$ cat config.mk
export PLATFORM = sky130hd
export DESIGN_NAME = stepper_move_sequencer
export DESIGN_NICKNAME = d
export VERILOG_FILES = /design/src/rtl/stepper_move_sequencer.sv
export SDC_FILE = /design/constraint.sdc
export NUM_CORES = 1
export LEC_CHECK = 0
export CAP_MARGIN = 30
export CORE_ASPECT_RATIO = 1.1
export CORE_MARGIN = 2
export CORE_UTILIZATION = 50
export CTS_CLUSTER_DIAMETER = 100
export DETAILED_ROUTE_END_ITERATION = 6
export GPL_TIMING_DRIVEN = 0
export PLACE_DENSITY = 0.73
export SKIP_CTS_REPAIR_TIMING = 1
export SLEW_MARGIN = 40
export SYNTH_ARGS = -nofsm -noshare
export SYNTH_HDL_FRONTEND = slang
export SYNTH_SLANG_ARGS = --single-unit
$ cat constraint.sdc
create_clock -name clk -period 9.7 [get_ports clk]
set_clock_uncertainty 0.1 [all_clocks]
set_input_delay 1.94 -clock clk [delete_from_list [all_inputs] [get_ports clk]]
set_output_delay 1.94 -clock clk [all_outputs]
set_load 0.02 [all_outputs]
$ cat src/rtl/stepper_move_sequencer.sv
// -----------------------------------------------------------------------------
// stepper_move_sequencer
//
// Executes relative moves on a 4-phase unipolar stepper (single-coil drive).
// A move command (step count, direction, step period) is accepted in IDLE,
// executed in RUN at one phase advance per period, and closed in FINISH.
// After a move the current coil stays energized (holding torque) for
// HOLD_CYCLES idle cycles and is then released to save power.
//
// Parameters
//   MIN_PERIOD   minimum clock cycles per step; slower commands pass through,
//                faster ones are clamped to this value (must be >= 1)
//   HOLD_CYCLES  idle cycles after a move before the coils are released (>= 1)
//
// Ports
//   clk           system clock, rising edge
//   rst           synchronous active-high reset
//   cmd_valid     move command present
//   cmd_ready     high only in IDLE; command accepted when valid & ready
//   cmd_steps     unsigned step count (0 = no motion, done still pulses)
//   cmd_dir       1 = forward A->B->C->D, 0 = reverse
//   cmd_period    clock cycles per step (clamped up to MIN_PERIOD)
//   abort         stop the current move (ignored outside RUN)
//   bobinasMotor  one-hot coil drive, bit0 = A .. bit3 = D, 0000 = released
//   busy          a move is in progress (RUN / FINISH)
//   done          one-cycle pulse on normal completion
//   aborted       one-cycle pulse when a move ends by abort
//   position      signed step count, wraps modulo 2^16
//   ledDirecc     direction of the last accepted command
// -----------------------------------------------------------------------------
module stepper_move_sequencer #(
  parameter int unsigned MIN_PERIOD  = 100000,
  parameter int unsigned HOLD_CYCLES = 5000000
) (
  input  logic               clk,
  input  logic               rst,
  input  logic               cmd_valid,
  output logic               cmd_ready,
  input  logic [15:0]        cmd_steps,
  input  logic               cmd_dir,
  input  logic [23:0]        cmd_period,
  input  logic               abort,
  output logic [3:0]         bobinasMotor,
  output logic               busy,
  output logic               done,
  output logic               aborted,
  output logic signed [15:0] position,
  output logic               ledDirecc
);

  localparam logic [23:0] MIN_P = 24'(MIN_PERIOD);

  // Hold counter runs 0 .. HOLD_CYCLES-1; one bit minimum so the width is legal.
  localparam int HOLD_W = (HOLD_CYCLES > 1) ? $clog2(HOLD_CYCLES) : 1;
  localparam logic [HOLD_W-1:0] HOLD_LAST = HOLD_W'(HOLD_CYCLES - 1);

  typedef enum logic [1:0] {
    ST_IDLE   = 2'd0,
    ST_RUN    = 2'd1,
    ST_FINISH = 2'd2
  } state_t;

  // ---------------------------------------------------------------------------
  // State and datapath registers
  // ---------------------------------------------------------------------------
  state_t              r_state;
  logic [1:0]          r_phase;        // 0 = A, 1 = B, 2 = C, 3 = D
  logic [15:0]         r_position;
  logic [15:0]         r_steps_left;
  logic [23:0]         r_period;
  logic                r_dir;
  logic [23:0]         r_step_cnt;
  logic [HOLD_W-1:0]   r_hold_cnt;
  logic                r_hold_active;  // coils energized and waiting to release
  logic [3:0]          r_coils;
  logic                r_busy;
  logic                r_done;
  logic                r_aborted;
  logic                r_led;

  // ---------------------------------------------------------------------------
  // Combinational helpers
  // ---------------------------------------------------------------------------
  logic                w_accept;
  logic                w_zero_cmd;
  logic [23:0]         w_period_clamped;
  logic [23:0]         w_period_last;
  logic                w_step_event;
  logic                w_last_step;
  logic [1:0]          w_phase_next;
  logic [15:0]         w_position_next;
  logic [3:0]          w_phase_onehot;
  logic [3:0]          w_next_onehot;
  logic                w_hold_expired;

  assign w_accept         = cmd_valid && (r_state == ST_IDLE);
  assign w_zero_cmd       = (cmd_steps == 16'd0);
  assign w_period_clamped = (cmd_period < MIN_P) ? MIN_P : cmd_period;

  // The step timer is cleared on acceptance, so comparing against period-1
  // places the first step exactly one period after the accepting edge.
  assign w_period_last    = r_period - 24'd1;
  assign w_step_event     = (r_step_cnt == w_period_last);
  assign w_last_step      = (r_steps_left == 16'd1);

  // Two-bit phase index wraps naturally: D+1 = A, A-1 = D.
  assign w_phase_next     = r_dir ? (r_phase + 2'd1) : (r_phase - 2'd1);
  assign w_position_next  = r_dir ? (r_position + 16'd1) : (r_position - 16'd1);

  assign w_hold_expired   = (r_hold_cnt == HOLD_LAST);

  for (genvar gi = 0; gi < 4; gi++) begin : g_onehot
    assign w_phase_onehot[gi] = (r_phase == 2'(gi));
    assign w_next_onehot[gi]  = (w_phase_next == 2'(gi));
  end

  // ---------------------------------------------------------------------------
  // Sequencer
  // ---------------------------------------------------------------------------
  always_ff @(posedge clk) begin
    if (rst) begin
      r_state       <= ST_IDLE;
      r_phase       <= 2'd0;
      r_position    <= 16'd0;
      r_steps_left  <= 16'd0;
      r_period      <= MIN_P;
      r_dir         <= 1'b0;
      r_step_cnt    <= 24'd0;
      r_hold_cnt    <= '0;
      r_hold_active <= 1'b0;
      r_coils       <= 4'b0000;
      r_busy        <= 1'b0;
      r_done        <= 1'b0;
      r_aborted     <= 1'b0;
      r_led         <= 1'b0;
    end else begin
      // Status pulses default low; each is raised for exactly one cycle.
      r_done    <= 1'b0;
      r_aborted <= 1'b0;

      case (r_state)
        ST_IDLE: begin
          // Holding torque: count idle cycles, then release the coils. The
          // phase index is kept so the next move resumes without a skip.
          if (r_hold_active) begin
            if (w_hold_expired) begin
              r_hold_active <= 1'b0;
              r_hold_cnt    <= '0;
              r_coils       <= 4'b0000;
            end else begin
              r_hold_cnt <= r_hold_cnt + 1'b1;
            end
          end

          // Accept logic is placed after the hold logic so that a command
          // arriving on the release cycle keeps the coils energized.
          if (w_accept) begin
            r_led <= cmd_dir;
            if (w_zero_cmd) begin
              // Nothing to move: report completion, leave the hold timer alone.
              r_done <= 1'b1;
            end else begin
              r_steps_left  <= cmd_steps;
              r_dir         <= cmd_dir;
              r_period      <= w_period_clamped;
              r_step_cnt    <= 24'd0;
              r_busy        <= 1'b1;
              r_coils       <= w_phase_onehot;
              r_hold_active <= 1'b0;
              r_hold_cnt    <= '0;
              r_state       <= ST_RUN;
            end
          end
        end

        ST_RUN: begin
          if (abort) begin
            // Abort has priority over a coincident step event.
            r_aborted     <= 1'b1;
            r_busy        <= 1'b0;
            r_hold_active <= 1'b1;
            r_hold_cnt    <= '0;
            r_state       <= ST_IDLE;
          end else if (w_step_event) begin
            r_phase      <= w_phase_next;
            r_coils      <= w_next_onehot;
            r_position   <= w_position_next;
            r_steps_left <= r_steps_left - 16'd1;
            r_step_cnt   <= 24'd0;
            if (w_last_step) begin
              r_state <= ST_FINISH;
            end
          end else begin
            r_step_cnt <= r_step_cnt + 24'd1;
          end
        end

        ST_FINISH: begin
          r_done        <= 1'b1;
          r_busy        <= 1'b0;
          r_hold_active <= 1'b1;
          r_hold_cnt    <= '0;
          r_state       <= ST_IDLE;
        end

        default: begin
          r_busy  <= 1'b0;
          r_state <= ST_IDLE;
        end
      endcase
    end
  end

  // ---------------------------------------------------------------------------
  // Outputs
  // ---------------------------------------------------------------------------
  assign cmd_ready    = (r_state == ST_IDLE);
  assign bobinasMotor = r_coils;
  assign busy         = r_busy;
  assign done         = r_done;
  assign aborted      = r_aborted;
  assign position     = r_position;
  assign ledDirecc    = r_led;

endmodule

==> key figures, run 1 <==
Min path
  – Hold Crit Start: r_steps_left[12]
  – Hold Crit Class: reg -> reg
  – Hold Path Depth: 2
  – Hold Crit Endpoint: r_steps_left[12]

Worst setup path
  – CP endpoint kind: flip-flop
  – Data arrival, critical path: 5.49 ns
  – Worst setup SP type: input port
  – WS Path Type: in -> reg
  – Reg2Reg Setup Slack: 5.94 ns
  – Slowest stage delay, CP: 0.58 ns
  – Register-to-Register Path Depth: 10
  – Cell mode on critical path: nor2_1
  – Worst R2R End: r_steps_left[7]
  – Worst r2r src: r_period[6]
  – Crit-path max FO: 10
  – Cell at the slowest stage of the critical path: a21boi_0
  – Crit-path cells: clkdlybuf4s50_1 > nor4_1 > nand4_1 > a21boi_0 > or3b_2 > clkbuf_1 > nor2_1 > nor2_1 > nand2_1 > buf_2 > nor2_1
  – Crit path required time: 9.95 ns
  – CP top delay family: simple AND/OR/NAND/NOR gates
  – Crit path buf inv count: 3

Global route
  – GR Overflow Total: 0
  – Largest net degree at the start of global routing: 17
  – Vias in the first global route: between 6000 and 7000
  – Initial antenna violation count: 0
  – First-pass GRT wire length: 29700 um
  – Total global-route track usage: 25.6%

Synthesis
  – Post-synthesis register bit count: approximately 120
  – Synth warn: 0
  – Number of synthesized flops with an enable pin: 0
  – Netlist cell types: 62
  – Syn Area/Cell: slightly below 8 um2
  – Synthesized cell area: ~0.0068 mm2
  – Syn nets: 944
  – Main area contributors after synthesis: dfxtp_1 (34%), nand2_1 (5.9%), nor2_1 (5.5%)
  – Post-synthesis sequential area ratio: 34.3%
  – Synth area leader: dfxtp_1
  – Async set-reset flop share out of synthesis: 0%
  – Post-synth top area share: 34.3%
  – Mapped Cells: 872
  – Synth top cells by count: dfxtp_1 (117), nand2_1 (108), nor2_1 (101)
  – Most common cell in the netlist: dfxtp_1
  – Post-synth top flop: dfxtp_1

CTS
  – Clock slew at reported path FFs: 0.05 ns
  – Num Clock Sinks: 117
  – Worst-Skew Late Latency: 0.42 ns
  – Root Buffer: clkbuf_16
  – Max Root-Sink Buffers: 2
  – CTS buffer count: 17
  – CTS tree: yes
  – H-tree lvl count: 4

Routing
  – First-pass DRT Iterations: 5
  – Final wirelength: around 18000 um
  – Antenna-violating nets left: 0
  – Iteration-0 DRC Markers: 474
  – DRC Markers: 0
  – Avg WL per Cell: around 16 um
  – Vias per inst: around 5.7
  – Via count: between 6000 and 7000

Final layout
  – Area Growth Syn to Fin: 21.9%
  – Antenna fix cells: 0
  – Post-Layout Inst Area: 0.00833 mm2
  – Fin nets: 1032
  – Layout cells sized above 1: 5.65%

Placed design
  – GP Congestion: 0.955
  – Detailed Place HPWL: 13400 um
  – DP Area: approximately 0.0078 mm2
  – PortBufs: 69

Status
  – Status: complete, no violations

Timing
  – Final Max Slew Viols: 0
  – Final Hold Fails: 0
  – RSZ-0062 raised after global routing: false
  – Max-Slew Margin vs Limit: between 40% and 50%
  – Endpoints failing setup: 0
  – Fmax achieved: 0.191 GHz
  – TNS Setup: 0 ns
  – Final worst-path cycle share: 54.0%
  – Fin crit period: 5.24 ns
  – Worst-Margin Slew: 0.765 ns

Power
  – Peak VDD IR: ~120 uV
  – Leakage power: 3.04 nW
  – Power density cells: 165 mW/mm2

Floorplan
  – Ports: 70
  – Die W: 115 um
  – Core box area: 0.0133 mm2
  – Die ar.: 0.0146 mm2
  – Die span in y: between 100 and 150 um
  – Initial Util: 51.5%
  – Standard-cell rows: 44

Run
  – Max-cap violations: 0
## cells by family after synthesis
| group | after synthesis | share of synthesized area, % |
|---|---|---|
| AND/OR/NAND/NOR | 401 | 29.1 |
| AO/OA/AOI/OAI | 184 | 17.1 |
| flip-flops | 117 | 34.3 |
| XOR/XNOR | 78 | 9.99 |
| buffers and inverters | 57 | 3.28 |
| adder cells (fa/ha/maj) | 27 | 5.05 |
| multiplexers | 8 | 1.19 |
## sequential cells by signal, indices dropped and copies added, names as in the netlist, 2 cells and up
name          cells
r_steps_left     16
r_step_cnt       24
r_phase           2
bobinasMotor      4
r_period         24
position         16
r_state           2
r_hold_cnt       23
## worst max path at each step
stage	startpoint	endpoint	slack, ns	depth (start not counted)
after floorplan	cmd_steps[3]	r_step_cnt[19]	5.59	10
after global placement	cmd_steps[11]	r_step_cnt[13]	4.13	11
after detailed placement	cmd_steps[11]	r_step_cnt[7]	4.05	11
after CTS	cmd_steps[11]	r_step_cnt[16]	4.42	11
after global routing	cmd_steps[11]	r_step_cnt[13]	4.14	11
final	cmd_steps[11]	r_step_cnt[16]	4.46	11
## worst register-to-register path: cells and delay by family, from the launching register on
kind | cells | cell delay (ns)
buffers and inverters | 1 | 0.26
AOI/OAI and AO/OA | 3 | 0.62
and+or+nand+nor | 6 | 2.34
DFF | 1 | 0.37
## power breakdown
part,internal [mW],switching (mW),leakage (nW),total (mW)
Combinational,0.0964,0.154,1.80,0.250
Clock,0.382,0.219,0.291,0.601
Sequential,0.503,0.0245,0.950,0.527
## metrics by stage
step	hold slack, ns	power, mW	std cells	worst slack, ns	utilization (%)
final	0.373	1.38	1157	4.46	62.8
after global routing	0.388	1.44	1157	4.14	62.8
after CTS	0.367	1.38	1157	4.42	62.8
after detailed placement	0.360	0.783	1125	4.05	58.5
after global placement	0.354	0.781	1125	4.13	58.5
after floorplan	0.342	0.701	872	5.59	-
## cell type report
class                           count  area (um2)
Multi-Input combinational cell    698        4280
Sequential cell                   117        2340
Fill cell                        1172        4930
Timing Repair Buffer               69         691
Clock buffer                       22         494
Inverter                           25        93.8
Tap cell                          184         230
Clock inverter                     10        77.6
Buffer                             32         130
## placed cells by master, fill, tap and decap left out, types with 6 or more instances in the layout
master,Yosys,routed
dfxtp_1,117,117
and2_1,6,6
a21oi_1,64,64
nor2b_1,6,6
nor3_1,31,31
clkbuf_16,0,17
nand2b_1,8,8
o211ai_1,7,7
or3_1,9,9
o22ai_1,15,15
and3_1,19,19
xor2_1,36,36
o21a_1,7,7
inv_1,25,25
nand4_1,15,15
clkbuf_1,25,25
nor3b_1,8,7
xnor2_1,42,42
ha_1,26,26
or2_2,6,6
o21ai_0,32,32
nand3_1,33,33
nor4_1,22,22
nand2_1,108,108
a31oi_1,6,6
or4_1,8,8
nor2_1,101,101
clkinv_2,0,8
a22oi_1,16,16
clkdlybuf4s50_1,0,69
mux2i_1,7,7
## routing by layer
layer / wire length, um / vias to the layer above / track usage (%)
met5: 0 / - / 0
met4: 486 / 0 / 11.3
met3: 1070 / 35 / 5.88
met2: 8800 / 189 / 42.7
met1: 7910 / 3080 / 31.3
li1: - / 3311 / -
Note: power is estimated with default switching activity, not from simulation.
==> inputs of run 2 (changes only) <==
==> constraint.sdc (replaced) <==
create_clock -name clk -period 5.22 [get_ports clk]
set_clock_uncertainty 0.1 [all_clocks]
set_input_delay 1.044 -clock clk [delete_from_list [all_inputs] [get_ports clk]]
set_output_delay 1.044 -clock clk [all_outputs]
set_load 0.02 [all_outputs]
==> results of run 2 <==
Same layout as run 1 (identical final DEF). Status: complete, no violations.
Main changes from that run: setup slack after placement 4.05 ns -> 0.464 ns; setup slack after layout 4.46 ns -> 0.873 ns; register-to-register setup slack 5.94 ns -> 1.46 ns; total power 1.38 mW -> 2.56 mW; worst IR drop on VDD 117 uV -> 218 uV
==> inputs of run 3 (changes only) <==
==> constraint.sdc (replaced) <==
create_clock -name clk -period 4.15 [get_ports clk]
set_clock_uncertainty 0.1 [all_clocks]
set_input_delay 0.83 -clock clk [delete_from_list [all_inputs] [get_ports clk]]
set_output_delay 0.83 -clock clk [all_outputs]
set_load 0.02 [all_outputs]
==> key figures, run 3 (synthesized netlist as in run 1, its figures left out) <==
Final layout
  – Antenna fix cells: 0 (unchanged)
  – Area Growth Syn to Fin: 21.9% (about the same)
  – Final Instance Count excl. Fillers: 1157 (unchanged)
  – Most frequent cells in the layout: dfxtp_1 (117), nand2_1 (108), nor2_1 (100)
  – Commonest non-fill, non-tap cell in the layout: dfxtp_1
  – Post-layout utilization of the core: 62.8% (about the same)
  – Top Registers: r_period (24), r_step_cnt (24), r_hold_cnt (23)
  – Layout cells sized above 1: 5.76% (+0.10 points)
  – Fin nets: 1032 (unchanged)

Floorplan
  – Standard-cell rows: 44 (unchanged)
  – Ports: 70 (unchanged)
  – Core box area: 0.0133 mm2 (unchanged)
  – Die W: 115 um (unchanged)
  – Die span in y: 127 um (unchanged)
  – Initial Util: 51.5% (unchanged)
  – Die ar.: 0.0146 mm2 (unchanged)

Placed design
  – GP Congestion: 0.955 (unchanged)
  – Placed instance count: 1125 (unchanged)
  – PortBufs: 69 (unchanged)
  – Placement Setup Slack: -0.392 ns
  – Detailed Place HPWL: 13400 um (unchanged)

Routing
  – Final wirelength: 18300 um (about the same)
  – Via count: 6596 (-0.29%)
  – DRC Markers: 0 (unchanged)
  – Avg WL per Cell: 15.8 um (about the same)
  – Vias per inst: 5.70 (-0.29%)
  – Antenna-violating nets left: 0 (unchanged)
  – First-pass DRT Iterations: 5 (unchanged)
  – Iteration-0 DRC Markers: 462 (-2.5%)

Global route
  – GR Overflow Total: 0 (unchanged)
  – Total global-route track usage: 25.6% (unchanged)
  – Initial antenna violation count: 0 (unchanged)
  – Largest net degree at the start of global routing: 17 (unchanged)
  – Vias in the first global route: 6256 (unchanged)
  – First-pass GRT wire length: 29700 um (unchanged)

CTS
  – Num Clock Sinks: 117 (unchanged)
  – Clock slew at reported path FFs: 0.05 ns (about the same)
  – H-tree lvl count: 4 (unchanged)
  – CTS tree: yes
  – Root Buffer: clkbuf_16
  – Worst-Skew Late Latency: 0.42 ns (about the same)
  – Max Root-Sink Buffers: 2 (unchanged)
  – CTS buffer count: 17 (unchanged)

Timing
  – Endpoints failing setup: 0 (unchanged)
  – Final Hold Fails: 0 (unchanged)
  – RSZ-0062 raised after global routing: false
  – Final Max Slew Viols: 0 (unchanged)
  – Fin crit period: roughly 3.8 ns
  – Final worst slack: between 0.3 and 0.4 ns
  – Max-Slew Margin vs Limit: 48.0% (-0.57 points)
  – TNS Setup: 0 ns (unchanged)
  – Final worst-path cycle share: 90.9%
  – Fmax achieved: 0.265 GHz
  – Worst-Margin Slew: 0.774 ns (+0.00844 ns)

Min path
  – Hold Path Depth: 2 (unchanged)
  – Hold Crit Class: reg -> reg
  – Hold Crit Start: r_steps_left[12]
  – Hold Crit Endpoint: r_steps_left[12]

Worst setup path
  – CP endpoint kind: flip-flop
  – Crit-path max FO: 10 (unchanged)
  – Reg2Reg Setup Slack: ~0.38 ns
  – Data arrival, critical path: between 4 and 5 ns
  – Cell at the slowest stage of the critical path: a21boi_1
  – Crit-path cells: clkdlybuf4s50_1 > nor4_1 > nand4_1 > a21boi_1 > or3b_2 > clkbuf_1 > nor2_1 > nor2_2 > nand2_1 > buf_2 > nor2_1
  – Cell mode on critical path: nor2_1
  – Slowest stage delay, CP: 0.44 ns (-0.14 ns)
  – Worst R2R End: r_steps_left[7]
  – Crit path buf inv count: 3 (unchanged)
  – Crit path required time: 4.40 ns
  – Worst setup SP type: input port
  – CP top delay family: simple AND/OR/NAND/NOR gates
  – WS Path Type: in -> reg
  – Worst r2r src: r_period[6]
  – Register-to-Register Path Depth: 10 (unchanged)

Power
  – Peak VDD IR: 274 uV
  – Leakage power: 3.04 nW (about the same)
  – Total Power: 3.22 mW
  – Power density cells: about 390 mW/mm2

Status
  – Status: complete, no violations

Run
  – Max-cap violations: 0 (unchanged)
-- run 3: cell counts in the layout (fill, tap and decap cells not counted) --
No cell type changed its count.
-- run 3: how the worst max path moves through the flow --
stage / cells after the start / startpoint / to / slack, ns
5_1_grt: 10 / r_period[6] / r_steps_left[12] / 0.03
4_1_cts: 11 / cmd_steps[11] / r_step_cnt[16] / -0.02
6_report: 11 / cmd_steps[11] / r_step_cnt[16] / 0.38
3_3_place_gp: 11 / cmd_steps[11] / r_step_cnt[13] / -0.31
2_1_floorplan: 10 / r_period[2] / bobinasMotor[0] / 1.02
3_5_place_dp: 11 / cmd_steps[11] / r_step_cnt[7] / -0.39
-- run 3: worst min-delay path, cell delays in order (launching register included) --
cell	delay (ns)
dfxtp_1	0.31
nand2_1	0.05
o22ai_1	0.06
-- run 3: area by class of cell --
class                   count  area, um2
well taps                 184        230
clock inverters            10       77.6
inverters                  25       93.8
flip-flops and latches    117       2340
fillers                  1174       4930
clock buffers              22        494
plain buffers              32        130
multi-input cells         698       4280
repair buffers             69        691
-- run 3: through the flow --
| step | cell area [um2] | hold slack, ns |
|---|---|---|
| floorplan | 6840 | 0.342 |
| global placement | 7760 | 0.354 |
| detailed placement | 7760 | 0.360 |
| CTS | 8330 | 0.367 |
| global route | 8340 | 0.388 |
| finish | 8340 | 0.370 |
-- run 3: where the power goes --
group          switching (mW)  total, mW  internal, mW
Combinational           0.359      0.585         0.226
Sequential             0.0572       1.23          1.18
Clock                   0.512       1.40         0.892
-- run 3: routing by layer --
layer / routed length [um] / track usage (%) / up-vias / part of all wire (%)
met3: 1110 / 5.88 / 36 / 6.1
met5: 0 / 0 / - / 0
met2: 8800 / 42.7 / 189 / 48
met4: 492 / 11.3 / 0 / 2.7
li1: - / - / 3309 / -
met1: 7880 / 31.3 / 3062 / 43
